**src/rtl/mult_pkg.sv**
```systemverilog
// rtl/mult_pkg.sv - shared types and encodings for the iterative multiplier
package mult_pkg;

  typedef enum logic {IDLE, RUN} state_t;

  localparam logic [1:0] MC_NONE = 2'b00;
  localparam logic [1:0] MC_HI   = 2'b01;
  localparam logic [1:0] MC_LO   = 2'b10;

  localparam int MULT_WIDTH = 32;
  localparam int CNT_W      = $clog2(MULT_WIDTH);

  // Iteration counter width for an arbitrary operand width, never below one bit.
  function automatic int cnt_width(input int w);
    return (w <= 2) ? 1 : $clog2(w);
  endfunction

endpackage

```
**src/rtl/mult_datapath.sv**
```systemverilog
// rtl/mult_datapath.sv - operand/accumulator registers and shift-add step
// Optional MULT_SIGNED_EN: magnitude operands and sign-corrected product.
module mult_datapath
  import mult_pkg::*;
#(
  parameter int WIDTH = MULT_WIDTH
) (
  input  logic               clk,
  input  logic               reset,
`ifdef MULT_SIGNED_EN
  input  logic               sign,
`endif
  input  logic               load,
  input  logic               step,
  input  logic [WIDTH-1:0]   srca,
  input  logic [WIDTH-1:0]   srcb,
  output logic [2*WIDTH-1:0] product
);

  logic [WIDTH-1:0]   mcand_q, mplier_q, op_a, op_b;
  logic [2*WIDTH-1:0] acc_q, acc_next;
  logic [WIDTH:0]     sum;

`ifdef MULT_SIGNED_EN
  logic neg_q, neg_d;

  always_comb begin
    op_a  = (sign && srca[WIDTH-1]) ? (~srca + 1'b1) : srca;
    op_b  = (sign && srcb[WIDTH-1]) ? (~srcb + 1'b1) : srcb;
    neg_d = sign & (srca[WIDTH-1] ^ srcb[WIDTH-1]);
  end

  always_ff @(posedge clk) begin
    if (reset)     neg_q <= 1'b0;
    else if (load) neg_q <= neg_d;
  end
`else
  assign op_a = srca;
  assign op_b = srcb;
`endif

  // The carry out of the upper-half add becomes the top bit after the shift.
  always_comb begin
    sum      = {1'b0, acc_q[2*WIDTH-1:WIDTH]} + {1'b0, (mplier_q[0] ? mcand_q : '0)};
    acc_next = {sum, acc_q[WIDTH-1:1]};
  end

`ifdef MULT_SIGNED_EN
  assign product = neg_q ? (~acc_next + 1'b1) : acc_next;
`else
  assign product = acc_next;
`endif

  always_ff @(posedge clk) begin
    if (reset) begin
      mcand_q  <= '0;
      mplier_q <= '0;
      acc_q    <= '0;
    end else if (load) begin
      mcand_q  <= op_a;
      mplier_q <= op_b;
      acc_q    <= '0;
    end else if (step) begin
      mplier_q <= mplier_q >> 1;
      acc_q    <= acc_next;
    end
  end

endmodule

```
**src/rtl/mult_unit.sv**
```systemverilog
// rtl/mult_unit.sv - iterative shift-add multiplier with HI/LO and decoder stall
// Optional MULT_SIGNED_EN: adds the sign input for signed multiply.
module mult_unit
  import mult_pkg::*;
#(
  parameter int WIDTH = MULT_WIDTH
) (
  input  logic             clk,
  input  logic             reset,
`ifdef MULT_SIGNED_EN
  input  logic             sign,
`endif
  input  logic             start,
  input  logic [WIDTH-1:0] srca,
  input  logic [WIDTH-1:0] srcb,
  input  logic [1:0]       multcont,
  output logic [WIDTH-1:0] result,
  output logic             busy,
  output logic             stall,
  output logic             done
);

  localparam int CW = cnt_width(WIDTH);
  localparam logic [CW-1:0] LAST = CW'(WIDTH - 1);

  state_t             state_q, state_d;
  logic [CW-1:0]      count_q, count_d;
  logic [WIDTH-1:0]   hi_q, lo_q;
  logic               done_q;
  logic               load, step, finish;
  logic [2*WIDTH-1:0] product;

  mult_datapath #(.WIDTH(WIDTH)) u_datapath (
    .clk     (clk),
    .reset   (reset),
`ifdef MULT_SIGNED_EN
    .sign    (sign),
`endif
    .load    (load),
    .step    (step),
    .srca    (srca),
    .srcb    (srcb),
    .product (product)
  );

  always_comb begin
    state_d = state_q;
    count_d = count_q;
    load    = 1'b0;
    step    = 1'b0;
    finish  = 1'b0;
    unique case (state_q)
      IDLE: begin
        if (start) begin
          load    = 1'b1;
          count_d = '0;
          state_d = RUN;
        end
      end
      RUN: begin
        step    = 1'b1;
        count_d = count_q + 1'b1;
        if (count_q == LAST) begin
          finish  = 1'b1;
          count_d = '0;
          state_d = IDLE;
        end
      end
      default: state_d = IDLE;
    endcase
  end

  // HI/LO change only on the completion edge, so partial products stay hidden.
  always_ff @(posedge clk) begin
    if (reset) begin
      state_q <= IDLE;
      count_q <= '0;
      done_q  <= 1'b0;
      hi_q    <= '0;
      lo_q    <= '0;
    end else begin
      state_q <= state_d;
      count_q <= count_d;
      done_q  <= finish;
      if (finish) {hi_q, lo_q} <= product;
    end
  end

  assign busy  = (state_q == RUN);
  assign done  = done_q;
  assign stall = busy & (start | (multcont == MC_HI) | (multcont == MC_LO));

  always_comb begin
    result = '0;
    if (multcont == MC_HI)      result = hi_q;
    else if (multcont == MC_LO) result = lo_q;
  end

endmodule
```
**config.mk**
```make
export PLATFORM = sky130hd
export DESIGN_NAME = mult_unit
export DESIGN_NICKNAME = d
export VERILOG_FILES = /design/src/rtl/mult_pkg.sv /design/src/rtl/mult_datapath.sv /design/src/rtl/mult_unit.sv
export SDC_FILE = /design/constraint.sdc
export NUM_CORES = 1
export LEC_CHECK = 0
export BUFFER_PORTS_ARGS = -buffer_cell sky130_fd_sc_hd__buf_2
export CAP_MARGIN = 20
export CELL_PAD_IN_SITES_DETAIL_PLACEMENT = 0
export CELL_PAD_IN_SITES_GLOBAL_PLACEMENT = 1
export CORE_ASPECT_RATIO = 1.25
export CORE_MARGIN = 4
export CORE_UTILIZATION = 40
export CTS_CLUSTER_DIAMETER = 50
export DETAILED_ROUTE_END_ITERATION = 10
export PLACE_DENSITY_LB_ADDON = 0.1
export SLEW_MARGIN = 10
export SYNTH_ARGS = -nofsm -noshare
export SYNTH_HDL_FRONTEND = slang
export SYNTH_HIERARCHICAL = 1
export SYNTH_SLANG_ARGS = --single-unit
```
**constraint.sdc**
```tcl
create_clock -name clk -period 9.2 [get_ports clk]
set_clock_uncertainty 0.2 [all_clocks]
set_input_delay 0.92 -clock clk [delete_from_list [all_inputs] [get_ports clk]]
set_output_delay 0.92 -clock clk [all_outputs]
set_load 0.01 [all_outputs]
```
==> qor.txt, run 1 <==
Post-Syn Nets: 1170
Asr flop ratio synth: 0%
Remaining DRCs: 0
Post-synth top area share: 40.2%
Mux share of post-synthesis cell area: 10.8%
Power density cells: 165 nW/um2
Largest net degree at the start of global routing: 74
Mapped Area: 9860 um2
Row Count: 64
Fraction of layout cells with a size suffix above 1: 15.1%
Fmax: 257 MHz
Status: finished clean
DRT Pass-1 Iters: 4
FF-to-FF Start: u_datapath/mplier_q[0]
Slew @ Worst Pin: 0.993 ns
Clock Path Buffers: 2
Largest family of logic cells by synthesized area: compound AO/OA/AOI/OAI gates
Most common cell in the synthesized netlist: dfxtp_1
Switch Pwr: 0.000452 W
Worst endpoint data arrival time: 4.02 ns
Final number of max-transition violations: 0
Clk Latency, worst-skew pair: 0.44 ns
GRT Total Usage: 17.2%
Ys Warns: 6
CTS resizes: 0
Initial antenna violation count: 1
CTS H-tree lvls: 4
CP Capture Type: register
GP Congestion: 0.817
RR Endpoint: hi_q[27]
Vias per cell: 5.16
Clock Tree Root: clkbuf_16
Number of global-route vias before repair: 7409
PortBufs: 103
Final Hold Viols: 0
Setup bufs post-CTS: 0
Die Y: 184 um
Drt wl/cell: 16.2 um
Layout net count: 1194
Die width: 148 um
Max Cap Viol: 0
Die area: 27300 um2
Netlist cell types: 66
Worst Hold Depth: 2
Area of the core: 24400 um2
Seq pwr share: 50.2%
Critical path data required time: 9.33 ns
Post-synthesis register bit count: 198
Post-Syn Instances: 1065
Hold EP: u_datapath/acc_q[51]
Startpoint Class: register
Min-delay src: u_datapath/acc_q[51]
Clk sinks: 198
IO Count: 104
CTS buffer count: 17
Reg clk slew, reported paths: 0.07 ns
Tmin final: 3.88 ns
Fill cell count: 2401
Top cells by count, synth: dfxtp_1, nor2_1, mux2i_1
First-pass GRT wire length: 38500 um
Internal Power: 0.00133 W
Clock Power Share: 42.2%
Number of synthesized flops with an enable pin: 0
Compound-Gate Fraction of Synth Area: 19.5%
Avg Inst Size Synth: 9.26 um2
Final setup viols: 0
Placed insts: 1400
Worst r2r path cells: 11
Slew Limit Headroom: 33.7%
Finished Layout Cells: 1432
Commonest register cell after synthesis: dfxtp_1
Antenna Cells: 0
CTS tree: done
Post-synthesis simple-gate area fraction: 15.2%
Setup_tns: 0 ns
Setup CP Type: reg2reg
Peak supply drop: 0.128 mV
Fin Hold WS: 0.274 ns
Largest cells by area after synthesis: dfxtp_1, mux2i_1, a22o_1
HP Class: reg2reg
Dpl hpwl: 15700 um
Largest area contributor in the netlist: dfxtp_1
Iter 0 DRT Violations: 293
Switching share of power: 25.4%
Tcrit/Tclk final: 42.2%
Post-synthesis sequential area ratio: 40.2%
Synth Area in Adders: 4.64%
Peak fanout along the critical path: 33
Combinational share of power: 7.6%
RSZ-0062 raised after global routing: false
LEAKAGE: 4.65 nW
Final wirelength: 23200 um
Xor and xnor area share after synthesis: 2.31%
Final ANT Viol Nets: 0
Syn-to-layout area delta: 9.58%
Initial core utilization: 40.4%
Overflow after GRT: 0
Flop-to-flop setup slack: 5.32 ns
Hold buffers post-CTS: 0
Via count: 7383
## power groups by stage
stage | Sequential (W) | Combinational, W | Clock [W]
CTS | 0.000894 | 0.000137 | 0.000780
floorplan | 0.000903 | 0.000107 | 0
detailed placement | 0.000914 | 0.000136 | 0
global route | 0.000897 | 0.000151 | 0.000815
global placement | 0.000914 | 0.000135 | 0
finish | 0.000894 | 0.000135 | 0.000751
## worst max path at each step
| stage | cells after the start | end | from | slack (ns) |
|---|---|---|---|---|
| after floorplan | 12 | hi_q[25] | u_datapath/mplier_q[0] | 6.07 |
| after global placement | 11 | hi_q[27] | u_datapath/mplier_q[0] | 5.34 |
| after detailed placement | 11 | hi_q[27] | u_datapath/mplier_q[0] | 5.30 |
| after CTS | 11 | hi_q[27] | u_datapath/mplier_q[0] | 5.28 |
| after global routing | 10 | hi_q[27] | u_datapath/mplier_q[0] | 5.11 |
| final | 11 | hi_q[27] | u_datapath/mplier_q[0] | 5.32 |
## worst max-delay path: stages, from the launching register on
cell and delay [ns]:
dfxtp_1 0.98, and2_1 0.24, ha_1 0.18, fa_1 0.21, a21o_1 0.16, a221oi_2 0.09, o21a_1 0.21, nor3b_1 0.61
o31ai_4 0.20, o31a_1 0.36, xnor2_1 0.14, a22o_1 0.19
## flip-flops by register name (all words and copies together), names as in the netlist
register             count
count_q                  5
lo_q                    32
done                     1
u_datapath/mcand_q      32
u_datapath/mplier_q     32
u_datapath/acc_q        63
busy                     1
hi_q                    32
## per-layer routing
| metal | global-route usage, % | part of all wire, % |
|---|---|---|
| met5 | 0 | 0.056 |
| met4 | 4.51 | 0.93 |
| met3 | 4.39 | 4.9 |
| met2 | 27.6 | 44 |
| met1 | 23.3 | 50 |
## final cells by class
cell class | count | area, um2 | share of cell area (%)
Clock buffer | 19 | 453 | 4.19
Clock inverter | 13 | 135 | 1.25
Inverter | 13 | 48.8 | 0.451
Multi-Input combinational cell | 745 | 5190 | 48.0
Sequential cell | 198 | 3970 | 36.7
Tap cell | 330 | 413 | 3.82
Timing Repair Buffer | 114 | 598 | 5.53
## logic make-up after synthesis
group           after synthesis
fa+ha+maj                    36
simple gates                319
compound gates              258
xor+xnor                     26
buf+inv                     122
mux                         106
flops                       198
## cell usage in the layout, fill, tap and decap left out, types with 3 or more instances in the layout
cell type and instances:
clkbuf_16 17, nor2_1 165, nor3b_1 4, nor3_1 19, or3_1 6, o21bai_1 5, inv_6 5, inv_1 13
a21o_1 16, o211ai_1 13, o21a_1 9, a31oi_1 8, nor4_1 3, ha_1 35, nand3_1 18, clkinvlp_4 4
xnor2_1 20, o21ai_0 16, o2111ai_1 3, nand3b_1 4, buf_2 103, nand4_1 7, and2_1 32, and4_1 3
dfxtp_1 197, mux2i_1 106, and3_1 11, a21oi_1 63, buf_4 11, nand2_1 29, xor2_1 6, or2_2 3
a22o_1 96
## metrics by stage
step | setup slack (ns) | total power, W | instance area [um2] | utilization (%)
global placement | 5.34 | 0.00105 | 10200 | 41.8
finish | 5.32 | 0.00178 | 10800 | 44.3
detailed placement | 5.30 | 0.00105 | 10200 | 41.8
floorplan | 6.07 | 0.00101 | 9860 | -
CTS | 5.28 | 0.00181 | 10800 | 44.3
global route | 5.11 | 0.00186 | 10800 | 44.3
Power figures use the tool's default switching activity.
==> inputs of run 2 (changes only) <==
==> constraint.sdc (replaced) <==
create_clock -name clk -period 3.45 [get_ports clk]
set_clock_uncertainty 0.2 [all_clocks]
set_input_delay 0.345 -clock clk [delete_from_list [all_inputs] [get_ports clk]]
set_output_delay 0.345 -clock clk [all_outputs]
set_load 0.01 [all_outputs]
==> run 2 against run 1 <==
Against the previous run: die area is the same; combinational power grew to 3.3 times the previous value; critical path depth is the same; global-route usage grew 0.34 points; design area grew 7.1%; non-clock buffer count grew 78; maximum frequency grew 22%; power grew to 2.7 times the previous value.
==> qor.txt, run 2 (synthesized netlist as in run 1, its figures left out) <==
Area of the core: 24400 um2
Dpl hpwl: 16200 um
Die width: 148 um
Max Cap Viol: 0
Row Count: 64
CP Capture Type: register
Drt wl/cell: 15.7 um
Final setup viols: 0
Critical Path, Cell by Cell: buf_4, and2_1, fa_1, a21o_1, a221oi_2, o21a_1, o21ai_0, a311oi_1, o21bai_1, xnor2_1, a22o_1
Worst r2r path cells: 11
Iter 0 DRT Violations: 401
CTS tree: done
Tmin final: 3.19 ns
Final number of max-transition violations: 0
Most common cell after layout, fill and taps aside: dfxtp_1
Startpoint Class: register
Setup bufs post-CTS: 0
DRT Pass-1 Iters: 4
Final Hold Viols: 0
Antenna Cells: 0
PortBufs: 103
Final ANT Viol Nets: 0
Critical path data required time: 3.58 ns
LEAKAGE: 5.00 nW
RR Endpoint: hi_q[21]
Fraction of layout cells with a size suffix above 1: 15.3%
CTS buffer count: 17
First-pass GRT wire length: 39400 um
Fmax: 313 MHz
Clock Path Buffers: 2
Worst endpoint data arrival time: 3.32 ns
Slew @ Worst Pin: 0.980 ns
Syn-to-layout area delta: 17.4%
Reg clk slew, reported paths: 0.08 ns
Die area: 27300 um2
Tcrit/Tclk final: 92.6%
IO Count: 104
Clk Latency, worst-skew pair: 0.44 ns
Layout net count: 1272
Setup CP Type: reg2reg
FF-to-FF Start: u_datapath/mplier_q[0]
CP endpoint: hi_q[21]
Setup_tns: 0 ns
CTS H-tree lvls: 4
Largest net degree at the start of global routing: 66
Vias per cell: 5.11
Clk sinks: 198
Overflow after GRT: 0
Power density cells: 414 nW/um2
Initial antenna violation count: 0
Die Y: 184 um
Clock Tree Root: clkbuf_16
Register name with the most flops: u_datapath/acc_q
CP max stage cell: a311oi_1
Initial core utilization: 40.4%
Commonest non-fill, non-tap cells in the layout: dfxtp_1, nor2_1, mux2i_1
Slew Limit Headroom: 34.7%
Final wirelength: 23800 um
Max reg flops: 63
Status: finished clean
HP Class: in2reg
Number of global-route vias before repair: 7638
Via count: 7721
GP Congestion: 0.817
Remaining DRCs: 0
RSZ-0062 raised after global routing: false
Peak fanout along the critical path: 10
GRT Total Usage: 17.6%
Peak supply drop: 0.320 mV
CP startpoint: u_datapath/mplier_q[0]
Fin Hold WS: 0.0990 ns
Max incr delay on CP: 0.44 ns
Flop-to-flop setup slack: 0.26 ns
==> run 2: cell count changes in the layout (fill, tap and decap cells not counted), sizes merged <==
cell / delta
buf: +14
clkbuf: -1
dlygate4sd3: +64
clkinvlp: -2
inv: -2
clkinv: +5
==> run 2: power breakdown <==
group          internal (W)  leakage [nW]  switching, W
combinational      0.000199          3.11      0.000244
sequential          0.00234          1.61     0.0000292
clock               0.00104         0.282      0.000948
total               0.00357          5.00       0.00122
==> run 2: per-stage QoR <==
| step | worst slack (ns) | cells | instance area (um2) | total power [W] | utilization, % |
|---|---|---|---|---|---|
| after floorplan | 0.315 | 1065 | 9860 | 0.00269 | - |
| after global placement | 0.200 | 1414 | 10300 | 0.00281 | 42.4 |
| after detailed placement | 0.150 | 1414 | 10300 | 0.00281 | 42.4 |
| after CTS | 0.126 | 1510 | 11600 | 0.00487 | 47.4 |
| after global routing | 0.0196 | 1510 | 11600 | 0.00501 | 47.4 |
| final | 0.257 | 1510 | 11600 | 0.00479 | 47.4 |
==> run 2: area by class of cell <==
cell class	instances	area (um2)
Tap cell	330	413
Timing Repair Buffer	192	1370
Sequential cell	198	3970
Clock inverter	14	144
Inverter	13	48.8
Clock buffer	18	439
Multi-Input combinational cell	745	5200
Fill cell	2385	12800
==> run 2: worst min path at each step <==
| stage | from | endpoint | slack [ns] | depth (start not counted) |
|---|---|---|---|---|
| floorplan | reset | count_q[2] | 0.21 | 1 |
| global placement | u_datapath/acc_q[54] | u_datapath/acc_q[54] | 0.26 | 2 |
| detailed placement | lo_q[27] | lo_q[27] | 0.27 | 1 |
| CTS | reset | u_datapath/mcand_q[30] | 0.09 | 2 |
| global route | reset | u_datapath/mcand_q[25] | 0.09 | 2 |
| finish | reset | u_datapath/mcand_q[30] | 0.1 | 2 |
==> run 2: layer usage <==
| metal | global-route usage (%) | up-vias | wire, um |
|---|---|---|---|
| met5 | 0 | - | 0 |
| met4 | 4.58 | 0 | 254 |
| met3 | 3.38 | 15 | 869 |
| met2 | 28.2 | 140 | 10800 |
| met1 | 24.4 | 3573 | 11900 |
| li1 | - | 3993 | - |
==> run 2: worst max-delay path, delay by kind of cell, from the launching register on <==
kind                       cells  cell delay [ns]
AOI/OAI and AO/OA              7             1.67
DFF                            1             0.32
buffers and inverters          1             0.16
xor gates and xnor gates       1             0.13
and+or+nand+nor                1             0.17
adders and majority gates      1             0.43
==> run 2: what timing repair did <==
item                                    CTS  global route
endpoints found under the hold margin    64             0
hold buffers                             64             0
endpoints found under the setup margin    0             4
gates resized for setup                   0             1
==> inputs of run 3 (changes only) <==
--- a/config.mk
+++ b/config.mk
@@ -6,12 +6,13 @@
 export NUM_CORES = 1
 export LEC_CHECK = 0
 export BUFFER_PORTS_ARGS = -buffer_cell sky130_fd_sc_hd__buf_2
-export CAP_MARGIN = 20
+export CAP_MARGIN = 0
 export CELL_PAD_IN_SITES_DETAIL_PLACEMENT = 0
 export CELL_PAD_IN_SITES_GLOBAL_PLACEMENT = 1
 export CORE_ASPECT_RATIO = 1.25
 export CORE_MARGIN = 4
 export CORE_UTILIZATION = 40
+export CTS_BUF_LIST = sky130_fd_sc_hd__clkbuf_8
 export CTS_CLUSTER_DIAMETER = 50
 export DETAILED_ROUTE_END_ITERATION = 10
 export PLACE_DENSITY_LB_ADDON = 0.1
==> run 3 against run 2 <==
Against the previous run: non-clock buffer count is the same; largest cell class unchanged; cell count is the same; maximum frequency is essentially flat; sequential power is essentially flat.
==> qor.txt, run 3 (synthesized netlist as in run 1, its figures left out) <==
Status: finished clean
RSZ-0062 raised after global routing: false
GR Layer Usage met2: 28.2%
Layout net count: 1272
Clock Tree Root: clkbuf_8
Flop-to-flop setup slack: 0.25 ns
Switch Pwr: 0.00116 W
Final Hold Viols: 0
PortBufs: 103
LEAKAGE: 4.91 nW
Antenna Cells: 0
Hold EP: u_datapath/mcand_q[30]
Iter 0 DRT Violations: 387
Finished Cell Area: 11400 um2
FF-to-FF Start: u_datapath/mplier_q[0]
Combinational share of power: 10.3%
Max incr delay on CP: 0.48 ns
CP Capture Type: register
Largest net degree at the start of global routing: 66
Power density cells: 378 nW/um2
Busiest layer in global routing: met2
Initial core utilization: 40.4%
Max reg flops: 63
Number of global-route vias before repair: 7627
Worst Hold Depth: 2
Die area: 27300 um2
Area of the multi-input gates: 5200 um2
Tcrit/Tclk final: 92.6%
Pre-CTS setup slack: 0.150 ns
Worst setup margin: 0.254 ns
Post-place instance area: 10300 um2
Overflow after GRT: 0
IO Count: 104
Slew Limit Headroom: 34.1%
Dpl hpwl: 16200 um
Final setup viols: 0
Reg area: 3970 um2
Reg clk slew, reported paths: 0.11 ns
Register name with the most flops: u_datapath/acc_q
Met3 GRT Util: 3.38%
Grt met1 use: 24.3%
CTS H-tree lvls: 4
Switching share of power: 26.9%
Peak fanout along the critical path: 10
Worst endpoint data arrival time: 3.39 ns
Drt wl/cell: 15.7 um
Internal Power: 0.00315 W
Fmax: 313 MHz
Final number of max-transition violations: 0
Clock Path Buffers: 2
Vias per cell: 5.11
Final ANT Viol Nets: 0
Slew @ Worst Pin: 0.988 ns
Setup CP Type: reg2reg
Most common cell after layout, fill and taps aside: dfxtp_1
Seq pwr share: 55.0%
First-pass GRT wire length: 39300 um
Area of the core: 24400 um2
Clk Latency, worst-skew pair: 0.48 ns
Initial antenna violation count: 0
CTS tree: done
Remaining DRCs: 0
Fin Hold WS: 0.0549 ns
Min-delay src: reset
HP Class: in2reg
GRT Total Usage: 17.5%
DRT Pass-1 Iters: 4
Critical Path, Cell by Cell: buf_4, and2_1, ha_1, and3_1, nand4_1, a21o_1, a2111oi_4, nor2_2, or4_1, a31oi_1
Tmin final: 3.20 ns
CP max stage cell: a2111oi_4
CP startpoint: u_datapath/mplier_q[0]
Critical path data required time: 3.65 ns
Row Count: 64
Via count: 7718
Final wirelength: 23700 um
Startpoint Class: register
RR Endpoint: u_datapath/acc_q[56]
Syn-to-layout area delta: 15.5%
Worst r2r path cells: 10
Setup_tns: 0 ns
CTS buffer count: 17
Clock Power Share: 34.7%
Fraction of layout cells with a size suffix above 1: 15.3%
Die width: 148 um
Clk sinks: 198
Fill cell count: 2412
Die Y: 184 um
Commonest non-fill, non-tap cells in the layout: dfxtp_1, nor2_1, mux2i_1
Max Cap Viol: 0
GP Congestion: 0.817
Peak supply drop: 0.242 mV
## run 3: cell counts in the layout (fill, tap and decap cells not counted)
No cell type changed its count.
## run 3: critical path: cells and delay by family, from the launching register on
family	cells	cell delay, ns
compound gates	3	0.91
buf+inv	1	0.16
flops	1	0.34
simple gates	5	1.12
fa+ha+maj	1	0.38
## run 3: final cells by class
type	instances	share of cell area, %
Clock inverter	14	1.26
Inverter	13	0.429
Sequential cell	198	34.8
Tap cell	330	3.63
Multi-Input combinational cell	745	45.6
Timing Repair Buffer	192	12.0
Clock buffer	18	2.18
## run 3: worst max-delay path by stage
stage,to,slack (ns),depth (start not counted)
after floorplan,hi_q[25],0.32,12
after global placement,hi_q[27],0.20,11
after CTS,hi_q[27],0.12,11
after detailed placement,hi_q[27],0.15,11
final,u_datapath/acc_q[56],0.25,10
after global routing,hi_q[21],0.007,11
## run 3: power groups by stage
stage | clock network, W | logic [W] | registers, W
after floorplan | 0 | 0.000285 | 0.00241
after global placement | 0 | 0.000390 | 0.00242
after detailed placement | 0 | 0.000391 | 0.00242
after CTS | 0.00156 | 0.000448 | 0.00237
after global routing | 0.00165 | 0.000492 | 0.00237
final | 0.00149 | 0.000443 | 0.00237
## run 3: metrics by stage
| step | utilization (%) | cells | total power (W) |
|---|---|---|---|
| floorplan | - | 1065 | 0.00269 |
| global placement | 42.4 | 1414 | 0.00281 |
| detailed placement | 42.4 | 1414 | 0.00281 |
| CTS | 46.6 | 1510 | 0.00438 |
| global route | 46.6 | 1510 | 0.00452 |
| finish | 46.6 | 1510 | 0.00430 |
## run 3: per-layer routing
layer  share of wire, %  vias to the layer above
met5                  0                        -
met4                1.0                        0
met3                3.7                       14
met2                 45                      156
met1                 50                     3561
li1                   -                     3987
## run 3: timing repair
action                                  4_1_cts  5_1_grt
endpoints found under the setup margin        0        4
gates resized for setup                       0        1
hold buffers                                 64        0
setup buffers                                 0        0
endpoints found under the hold margin        64        0
